`config.mk`:
```
export PLATFORM = sky130hd
export DESIGN_NAME = booth_mac_acc
export DESIGN_NICKNAME = d
export VERILOG_FILES = /design/src/rtl/booth_mac_acc.sv
export SDC_FILE = /design/constraint.sdc
export NUM_CORES = 1
export LEC_CHECK = 0
export CAP_MARGIN = 20
export CORE_MARGIN = 3
export CORE_UTILIZATION = 58
export CTS_CLUSTER_DIAMETER = 120
export DETAILED_ROUTE_END_ITERATION = 8
export PLACE_DENSITY = 0.93
export SYNTH_ARGS = -nofsm -noshare
export SYNTH_HDL_FRONTEND = slang
export SYNTH_SLANG_ARGS = --single-unit
```
`constraint.sdc`:
```
create_clock -name clk -period 7.9 [get_ports clk]
set_clock_uncertainty 0.2 [all_clocks]
set_input_delay 1.58 -clock clk [delete_from_list [all_inputs] [get_ports clk]]
set_output_delay 1.58 -clock clk [all_outputs]
set_load 0.02 [all_outputs]
```
`src/rtl/booth_mac_acc.sv`:
```
// Accumulator behind the 16x16 Booth array: sums a programmed number of signed
// products into a wide register, with optional clamping, and hands the total out on valid/ready.
module booth_mac_acc #(
    parameter int PW  = 32,
    parameter int AW  = 40,
    parameter int CW  = 8,
    parameter int SAT = 1
) (
    input  logic                 clk,
    input  logic                 rst,
    input  logic                 start,
    input  logic [CW-1:0]        len,
    input  logic                 in_valid,
    output logic                 in_ready,
    input  logic signed [PW-1:0] prod,
    output logic                 out_valid,
    input  logic                 out_ready,
    output logic signed [AW-1:0] acc_out,
    output logic                 sat,
    output logic                 busy
);

    typedef enum logic [1:0] {IDLE, ACCUM, HOLD} state_t;

    state_t                state;
    logic signed [AW-1:0]  acc_p1;
    logic [CW-1:0]         cnt;
    logic                  sat_p1;
    logic [AW:0]           sum_p0;

    // Returns {overflow, next accumulator}; the add is done one bit wider so
    // overflow shows up as disagreement between the two top bits.
    function automatic logic [AW:0] sat_add(input logic signed [AW-1:0] a,
                                            input logic signed [PW-1:0] p);
        logic signed [AW:0] sum;
        logic               ovf;
        logic [AW-1:0]      res;
        sum = {a[AW-1], a} + {{(AW + 1 - PW){p[PW-1]}}, p};
        ovf = sum[AW] ^ sum[AW-1];
        if (ovf && (SAT != 0))
            res = sum[AW] ? {1'b1, {(AW-1){1'b0}}} : {1'b0, {(AW-1){1'b1}}};
        else
            res = sum[AW-1:0];
        return {ovf, res};
    endfunction

    // Stage p0: combinational add of the incoming product
    always_comb begin
        sum_p0 = sat_add(acc_p1, prod);
    end

    // Stage p1: control FSM and accumulator register
    always_ff @(posedge clk) begin
        if (rst) begin
            state  <= IDLE;
            acc_p1 <= '0;
            cnt    <= '0;
            sat_p1 <= 1'b0;
        end else begin
            case (state)
                IDLE: begin
                    if (start) begin
                        acc_p1 <= '0;
                        sat_p1 <= 1'b0;
                        if (len != '0) begin
                            cnt   <= len;
                            state <= ACCUM;
                        end else begin
                            state <= HOLD;
                        end
                    end
                end
                ACCUM: begin
                    if (in_valid) begin
                        acc_p1 <= sum_p0[AW-1:0];
                        sat_p1 <= sat_p1 | sum_p0[AW];
                        cnt    <= cnt - CW'(1);
                        if (cnt == CW'(1))
                            state <= HOLD;
                    end
                end
                HOLD: begin
                    if (out_ready)
                        state <= IDLE;
                end
                default: state <= IDLE;
            endcase
        end
    end

    assign in_ready  = (state == ACCUM);
    assign out_valid = (state == HOLD);
    assign busy      = (state != IDLE);
    assign acc_out   = acc_p1;
    assign sat       = sat_p1;

endmodule

```
==> results.ini <==
[clocking]
clk-insertion-delay-late_ps=310
postCtsSetupBuffers=0
clock_sinks=51
clockRootBuffer=clkbuf_8
ctsResizeCount=0
hold_buffers=0
clkSlewWorstSetupHoldPaths_ps=90
cts_htree_levels=2
cts_tree=done
cts_buffers=5
cts_buffer_depth=2

[routing]
vias=4984
routed-wl-met3_um=736
post_drt_wl_per_cell_um=16.40
wl_met1_um=5728
route.detailed.drc=0
wl_met2_um=6320
drt-initial-drc-count=357
ant_nets=0
drt-total-wl_um=13040
drt_pre_antenna_iters=5
top_layer=met4
vias_per_cell=6.269

[placed_design]
gp_congestion=0.9378
dp_hpwl_um=10140
io_buffers=88
placed_cell_area_um2=5542

[floorplanning]
start_util_pct=60.16
ios=89
dieArea_um2=9214
core_um2=7807
die_h_um=95.99
die_x_um=95.99
rows=32

[setup_path]
r2r_start=acc_out[0]
critPathArrivalTime_ps=5310
start_kind=input port
worstPathRequired_ps=7930
crit_type=in -> reg
end_kind=flop
cp_max_fo=26
startpoint=prod[31]

[cells_and_area]
diodes=0
fin_nets=780
area_growth_pct=20.72
stdcell_area_um2=5670
drive_above_1_share_pct=7.937
fill_cells=627
fin_util_pct=72.63

[sta]
setup_viol=0
relSlewSlack_pct=29.37
finalHoldViolCount=0
rsz0062_at_grt=false
fin_crit_ps=5288
fmax_mhz=189.1
fin_setup_tns_ps=0
finalCritPeriodShare_pct=66.94
worstMarginPinSlew_ps=1059
slew_viol_final=0

[logic_synthesis]
yosysTopAreaCell=dfxtp_1
synth.distinct_cells=65
synth_simple_gate_area_share_pct=21.55
synth_ff_type=dfxtp_1
syn_inst=628
synthTopCellsByArea=dfxtp_1 (22%), ha_1 (11%), a21oi_1 (6.7%)
synth_most_common_cell=nand2_1
syn_avg_cell_area_um2=7.479
synth_compound_area_share_pct=33.14
synth.mux.area_fraction_pct=0.6393
async_reset_ff_share_pct=0
yosysWarnings=0
synthesis.area_um2=4697
synth_top_family_by_area=compound AO/OA/AOI/OAI gates
synth_common_cells=nand2_1 (80), nor2_1 (75), a21oi_1 (63)
synthXorXnorAreaFrac_pct=6.686
synth_edf_count=0
seq_area_frac_synth_pct=21.74
synth_top_area_share_pct=21.74
ys_ff_latch=51
yosys.area_share.adder_pct=11.61
synthesis.nets=716

[power]
power_leakage_nw=2.356
p_total_mw=0.8153
irDropWorstVdd_mv=0.08520
powerDensity_nw_per_um2=143.8

[global_routing]
track_usage_pct=28.77
gr-total-overflow=0
grt_max_degree=34
grt_pass1_wl_um=21740
antenna_found_initial=0
first_global_vias=4726

[min_path]
hold_path_class=reg -> reg
min_from=acc_out[14]

[status]
status=completed

[flow_run]
maxCapViolCount=0

routing by layer:
layer,vias to the layer above,GRT usage [%]
met2,186,49.28
met4,0,6.043
met3,37,3.987
li1,2423,-
met5,-,0
met1,2338,38.35
final cells by class:
class	instances	area, um2	area share, %
Inverter	9	33.78	0.5958
Clock buffer	6	82.58	1.456
Tap cell	102	127.6	2.251
Multi-Input combinational cell	534	3463	61.08
Sequential cell	51	1021	18.01
Clock inverter	2	35.03	0.6178
Timing Repair Buffer	91	907.1	16.00
worst max-delay path, stage by stage:
cell and delay, ps:
clkdlybuf4s50_1 650, ha_1 530, a211o_1 350, a21o_1 170
a211o_1 260, a221oi_2 300, o21ai_2 160, xor2_2 610
buf_4 420, nor2_1 90, o211ai_1 150
power breakdown:
part | internal (mW) | total [mW] | switching (mW) | leakage, nW
Sequential | 0.275 | 0.290 | 0.0157 | 0.415
Combinational | 0.137 | 0.329 | 0.192 | 1.88
Clock | 0.103 | 0.196 | 0.0929 | 0.0612
kinds of logic (layout without fill, tap and decap cells):
group,after synthesis,after routing
fa+ha+maj,43,43
flops,51,51
simple gates,226,226
mux,3,3
compound gates,227,227
xor+xnor,35,35
buf+inv,43,108
state kept, by name (all words and copies together), names as in the netlist:
signal	flops
sat	1
cnt	8
acc_out	40
state	2
layout by cell type (no fill, tap or decap), types with 15 or more instances in the layout:
cell             count
clkdlybuf4s50_1     88
nand2_1             80
nor2_1              75
a21oi_1             63
dfxtp_1             51
ha_1                42
o21ai_2             32
o21ai_0             26
xnor2_1             18
xor2_1              16
a21o_1              15
nor3_1              15
o21ai_1             15
final timing paths:
check	endpoint	depth (start not counted)	slack, ps
worst max register to register	acc_out[33]	12	4120
worst min-delay path	acc_out[14]	2	280
worst max-delay path	acc_out[33]	11	2610
worst min register to register	acc_out[14]	2	280
per-stage QoR:
stage	std cells	hold WS (ps)	setup WS, ps
after floorplan	628	290.7	3708
after global placement	786	263.7	2586
after detailed placement	786	268.5	2418
after CTS	794	283.5	2708
after global routing	795	310.5	2449
final	795	282.5	2612
Power figures use the tool's default switching activity.
==> patch 1: new RTL, config.mk and constraints unchanged <==
Change the parameter `AW` from 40 to 80.
--- a/src/rtl/booth_mac_acc.sv
+++ b/src/rtl/booth_mac_acc.sv
@@ -3,5 +3,5 @@
 module booth_mac_acc #(
     parameter int PW  = 32,
-    parameter int AW  = 40,
+    parameter int AW  = 80,
     parameter int CW  = 8,
     parameter int SAT = 1
Ports: changed (resized acc_out); port bits go from 89 to 129. The function was not compared with the original's and may differ.
==> patch 1 against the original RTL <==
  * Setup slack got worse by 820 ps
  * Sequential share of layout area rose by 0.80 points
  * Final area rose by 71%
  * Area after synthesis rose by 75%
  * Sequential power rose by 150%
  * Sequential cell count rose by 40
  * Total power rose to 3.8 times the old value
  * Wire length rose by 77%
  * Combinational power rose to 5.9 times the old value
  * Critical path type unchanged
  * Critical endpoint is now acc_out[41]
  * Largest cell class unchanged
  * Largest power group unchanged
==> patch 1: results (changes against the original RTL) <==
Routing
  • Vias per cell: 6.605 (+5.4%)
  • Detailed Routing Iterations Pass 1: 6 (+1)
  • DRT Wirelength: 23.05 mm (+77%)
  • DRT iter0 DRCs: 830 (+130%)

Clock tree
  • Clock insertion delay at the later pin of the skew report: 360 ps (+50 ps)
  • Num CTS Buffers: 9 (+4)
  • Root Buffer: clkbuf_16
  • H-tree Lvls: 3 (+1)
  • Clock Pin Slew Worst Setup and Hold Paths: 70 ps (-20 ps)

Place
  • GPL Wtd Cong: 0.9714 (+3.6%)
  • Dpl hpwl: 17.06 mm (+68%)

Worst hold path
  • Hold_sp: sat
  • Worst Hold End: sat

Synthesis
  • Sequential area share after synthesis: 0.2221 (+0.004752)
  • Synth Area in XOR/XNOR: 0.08345 (+0.01659)
  • Distinct cells, synth: 71 (+9.2%)
  • Mux cell area share after synthesis: 0.002593 (-0.003800)
  • Compound-Gate Fraction of Synth Area: 0.3480 (+0.01660)

Status
  • Status: completed

Worst setup path
  • Crit path DAT: 6210 ps (+900 ps)
  • Worst path slowest cell: o21a_2
  • CP max FO: 47 (+81%)

Layout
  • Max reg flops: 80 (+100%)
  • Filler cell count: 1090 (+74%)
  • Final #Nets: 1225 (+57%)

Global routing
  • First-pass GRT wire length: 38.70 mm (+78%)
  • Total GRT Usage: 0.2889 (+0.001156)
  • Largest net degree at the start of global routing: 80 (+140%)
  • Vias in the first global route: 8074 (+71%)

Power
  • Peak VDD IR: 180.1 µV (+110%)
  • Leakage: 4.237 nW (+80%)
  • Sw Pwr: 1.429 mW (+380%)

STA
  • Slew headroom: 0.2961 (+0.002386)
patch 1: cell count changes in the layout (fill, tap and decap cells not counted), moves of 20 or more:
cell             delta
a221o_1            +80
xnor2_1            +20
xor2_1             +21
o21ai_2            -32
clkdlybuf4s50_1    +39
o21ai_0            +29
a21o_1             +33
dfxtp_1            +40
nand4_1            +20
ha_1               +40
a21oi_1            +43
nand2_1            +22
patch 1: how the worst max path moves through the flow:
stage / slack, ps / cells after the start / to
finish: 1790 / 14 / acc_out[41]
global route: 1370 / 13 / acc_out[26]
CTS: 1830 / 14 / acc_out[27]
detailed placement: 1510 / 13 / acc_out[45]
global placement: 1680 / 14 / acc_out[26]
floorplan: 2980 / 16 / acc_out[10]
patch 1: cells by family after synthesis:
logic type      count (synthesis)
compound gates                397
flops                          91
fa+ha+maj                      85
simple gates                  284
mux                             2
xor+xnor                       76
buf+inv                        90
patch 1: cell type report:
type | instances | area (µm²) | share of cell area
multi-input cells | 844 | 5963 | 0.6156
repair buffers | 133 | 1314 | 0.1356
clock inverters | 7 | 75.07 | 0.007750
well taps | 176 | 220.2 | 0.02273
flip-flops and latches | 91 | 1822 | 0.1881
clock buffers | 9 | 225.2 | 0.02325
inverters | 18 | 67.56 | 0.006975
patch 1: power groups by stage:
stage / clock network [mW] / logic (mW) / registers [mW]
global placement: 0 / 1.87 / 0.712
floorplan: 0 / 1.23 / 0.834
finish: 0.451 / 1.95 / 0.712
global route: 0.471 / 2.12 / 0.730
CTS: 0.456 / 1.92 / 0.709
detailed placement: 0 / 1.91 / 0.716
patch 1: metrics by stage:
step	hold slack [ps]	setup WS (ps)	instances	cell area, µm²
after floorplan	289.1	2975	1025	8202
after detailed placement	269.8	1507	1261	9379
after CTS	288.5	1831	1277	9679
after global placement	268.0	1684	1261	9379
final	293.9	1793	1278	9687
after global routing	306.9	1370	1278	9687
patch 1: routing by layer:
layer | part of all wire | GRT usage | vias to the layer above | wire (µm)
li1 | - | - | 4043 | -
met1 | 0.44 | 0.3892 | 3955 | 10040
met2 | 0.46 | 0.4669 | 384 | 10620
met3 | 0.071 | 0.03688 | 59 | 1641
met4 | 0.033 | 0.1237 | 0 | 757
met5 | 0 | 0 | - | 0
patch 1: worst reg2reg max path, stage by stage (launching register included):
cell	delay, ps
dfxtp_1	380
ha_1	240
fa_1	230
a21o_1	150
a221o_1	230
a41oi_2	200
a2111oi_0	640
o311ai_1	150
o211ai_1	220
nand4_1	150
a21oi_1	450
o21a_2	650
buf_4	570
a221o_1	270
==> patch 2: new RTL, same settings <==
Without the edit above. Make the reset (`rst`) asynchronous in one clocked block.
--- a/src/rtl/booth_mac_acc.sv
+++ b/src/rtl/booth_mac_acc.sv
@@ -51,5 +51,5 @@
 
     // Stage p1: control FSM and accumulator register
-    always_ff @(posedge clk) begin
+    always_ff @(posedge clk or posedge rst) begin
         if (rst) begin
             state  <= IDLE;
Function: differs if rst is asserted again (counterexample within 4 cycles, from zero or initial values and one cycle with rst high); with rst held inactive, the same outputs for 4 cycles.
==> patch 2 against the original RTL <==
  * Global-route usage down 0.74 points
  * Area after synthesis is 0.45% higher
  * Wire length shrank 1.2%
  * Count of clock-buffer cells in the layout shrank 1
  * Final area down 0.33%
  * Maximum frequency fell by 2.8%
  * Sequential cell count stayed put
  * Setup slack got worse by 150 ps
  * Register-to-register slack got worse by 370 ps
  * Via count decreased by 2.6%
  * Largest cell class unchanged
Power is not compared: it rests on default switching activity, and its combinational part moved more than twofold at a synthesized area within 25%.
==> patch 2: results (changes against the original RTL) <==
Place
  • Placed cell count: 757 (-3.7%)
  • GPL Wtd Cong: 0.9147 (-2.5%)
  • Dpl hpwl: 9.477 mm (-6.5%)
  • Pre-CTS setup slack: 2205 ps (-213.3 ps)
  • Number of port buffers: 88 (unchanged)

Synthesis
  • Synth Area in XOR/XNOR: 0.05754 (-0.009318)
  • Top post-synthesis cells by area: dfrtp_1 27%, ha_1 11%, nand2_1 5.8%
  • Distinct cells, synth: 62 (-4.6%)
  • Sequential area share after synthesis: 0.2705 (+0.05312)
  • Mapped Cells: 600 (-4.5%)
  • Post-Synth Adder-Cell Area: 0.1156 (-0.0005236)
  • Fraction of registers with async set/reset: 1.000 (+1.000)
  • Most used DFF post-synth: dfrtp_1
  • Syn_nets: 688 (-3.9%)
  • Mux cell area share after synthesis: 0.006364 (-0.00002882)
  • Compound-Gate Fraction of Synth Area: 0.2776 (-0.05373)

Routing
  • DRT Wirelength: 12.89 mm (-1.2%)
  • DRT iter0 DRCs: 320 (-10%)
  • Vias per cell: 6.339 (+1.1%)
  • Detailed Routing Iterations Pass 1: 7 (+2)

Layout
  • Share of layout cells above drive strength 1: 0.04970 (-0.02967)
  • Final Non-Filler Cells: 766 (-3.6%)
  • Final #Nets: 751 (-3.7%)
  • Filler cell count: 602 (-4.0%)

Global routing
  • First-pass GRT wire length: 21.00 mm (-3.4%)
  • Largest net degree at the start of global routing: 52 (+53%)
  • Met3 Track Usage GR: 0.03909 (-0.0007819)
  • Total GRT Usage: 0.2803 (-0.007405)
  • Met1 usage: 0.3672 (-0.01626)
  • Met2 usage: 0.4819 (-0.01093)

Worst setup path
  • Worst path slowest cell: o311a_2
  • R2R setup slack: 3750 ps (-370 ps)
  • CP peak stage delay: 720 ps (+70 ps)
  • Crit path DAT: 5390 ps (+80 ps)

Status
  • Status: completed

STA
  • Endpoints failing hold: 0 (unchanged)
  • Post-route minimum period: 5438 ps (+150.0 ps)
  • Slew headroom: 0.4013 (+0.1076)

Clock tree
  • Num CTS Buffers: 5 (unchanged)
-- patch 2: changes by cell type in the layout (fill, tap and decap cells not counted), moves of 15 or more --
cell	delta
a21oi_1	-15
dfxtp_1	-51
o21ai_2	-24
nor3_1	+28
nor2_1	-34
dfrtp_1	+51
-- patch 2: metrics by stage --
stage | hold slack [ps] | cell area (µm²)
3_3_place_gp | 269.4 | 5543
3_5_place_dp | 268.6 | 5543
5_1_grt | 309.2 | 5652
4_1_cts | 290.5 | 5632
6_report | 285.2 | 5652
2_1_floorplan | 271.9 | 4718
-- patch 2: power breakdown --
| part | internal (mW) | switching, mW | total (mW) |
|---|---|---|---|
| sequential | 0.371 | 0.101 | 0.472 |
| combinational | 0.658 | 0.933 | 1.59 |
| clock | 0.0620 | 0.0947 | 0.157 |
-- patch 2: layout make-up --
type	instances	area (µm²)	area share
clock buffer	5	68.82	0.01218
inverter	20	75.07	0.01328
sequential	51	1276	0.2258
multi-input combinational	494	3168	0.5605
timing repair buffer	91	915.9	0.1621
tap	102	127.6	0.02258
clock inverter	3	20.02	0.003542
-- patch 2: path summary, 6_finish.rpt --
check	cells after the start	startpoint	endpoint
max	11	prod[1]	acc_out[30]
min	2	sat	sat
max reg2reg	12	acc_out[0]	acc_out[6]
min reg2reg	2	sat	sat
max in group asynchronous	3	rst	acc_out[37]
min in group asynchronous	2	rst	acc_out[22]
-- patch 2: routing by layer --
layer / up-vias / wire length, µm
li1: 2320 / -
met1: 2320 / 5524
met2: 191 / 6384
met3: 25 / 816
met4: 0 / 164
met5: - / 0
-- patch 2: cells by family (layout without fill, tap and decap cells) --
| family | Yosys count | after routing |
|---|---|---|
| buf+inv | 55 | 119 |
| mux | 3 | 3 |
| simple gates | 215 | 215 |
| xor+xnor | 31 | 31 |
| fa+ha+maj | 43 | 43 |
| flops | 51 | 51 |
| compound gates | 202 | 202 |
-- patch 2: worst register-to-register path: cells and delay by family (launching register included) --
| family | cells | cell delay, ps |
|---|---|---|
| DFF | 1 | 410 |
| and+or+nand+nor | 1 | 150 |
| adders and majority gates | 2 | 660 |
| buffers and inverters | 1 | 450 |
| AOI/OAI and AO/OA | 8 | 2130 |
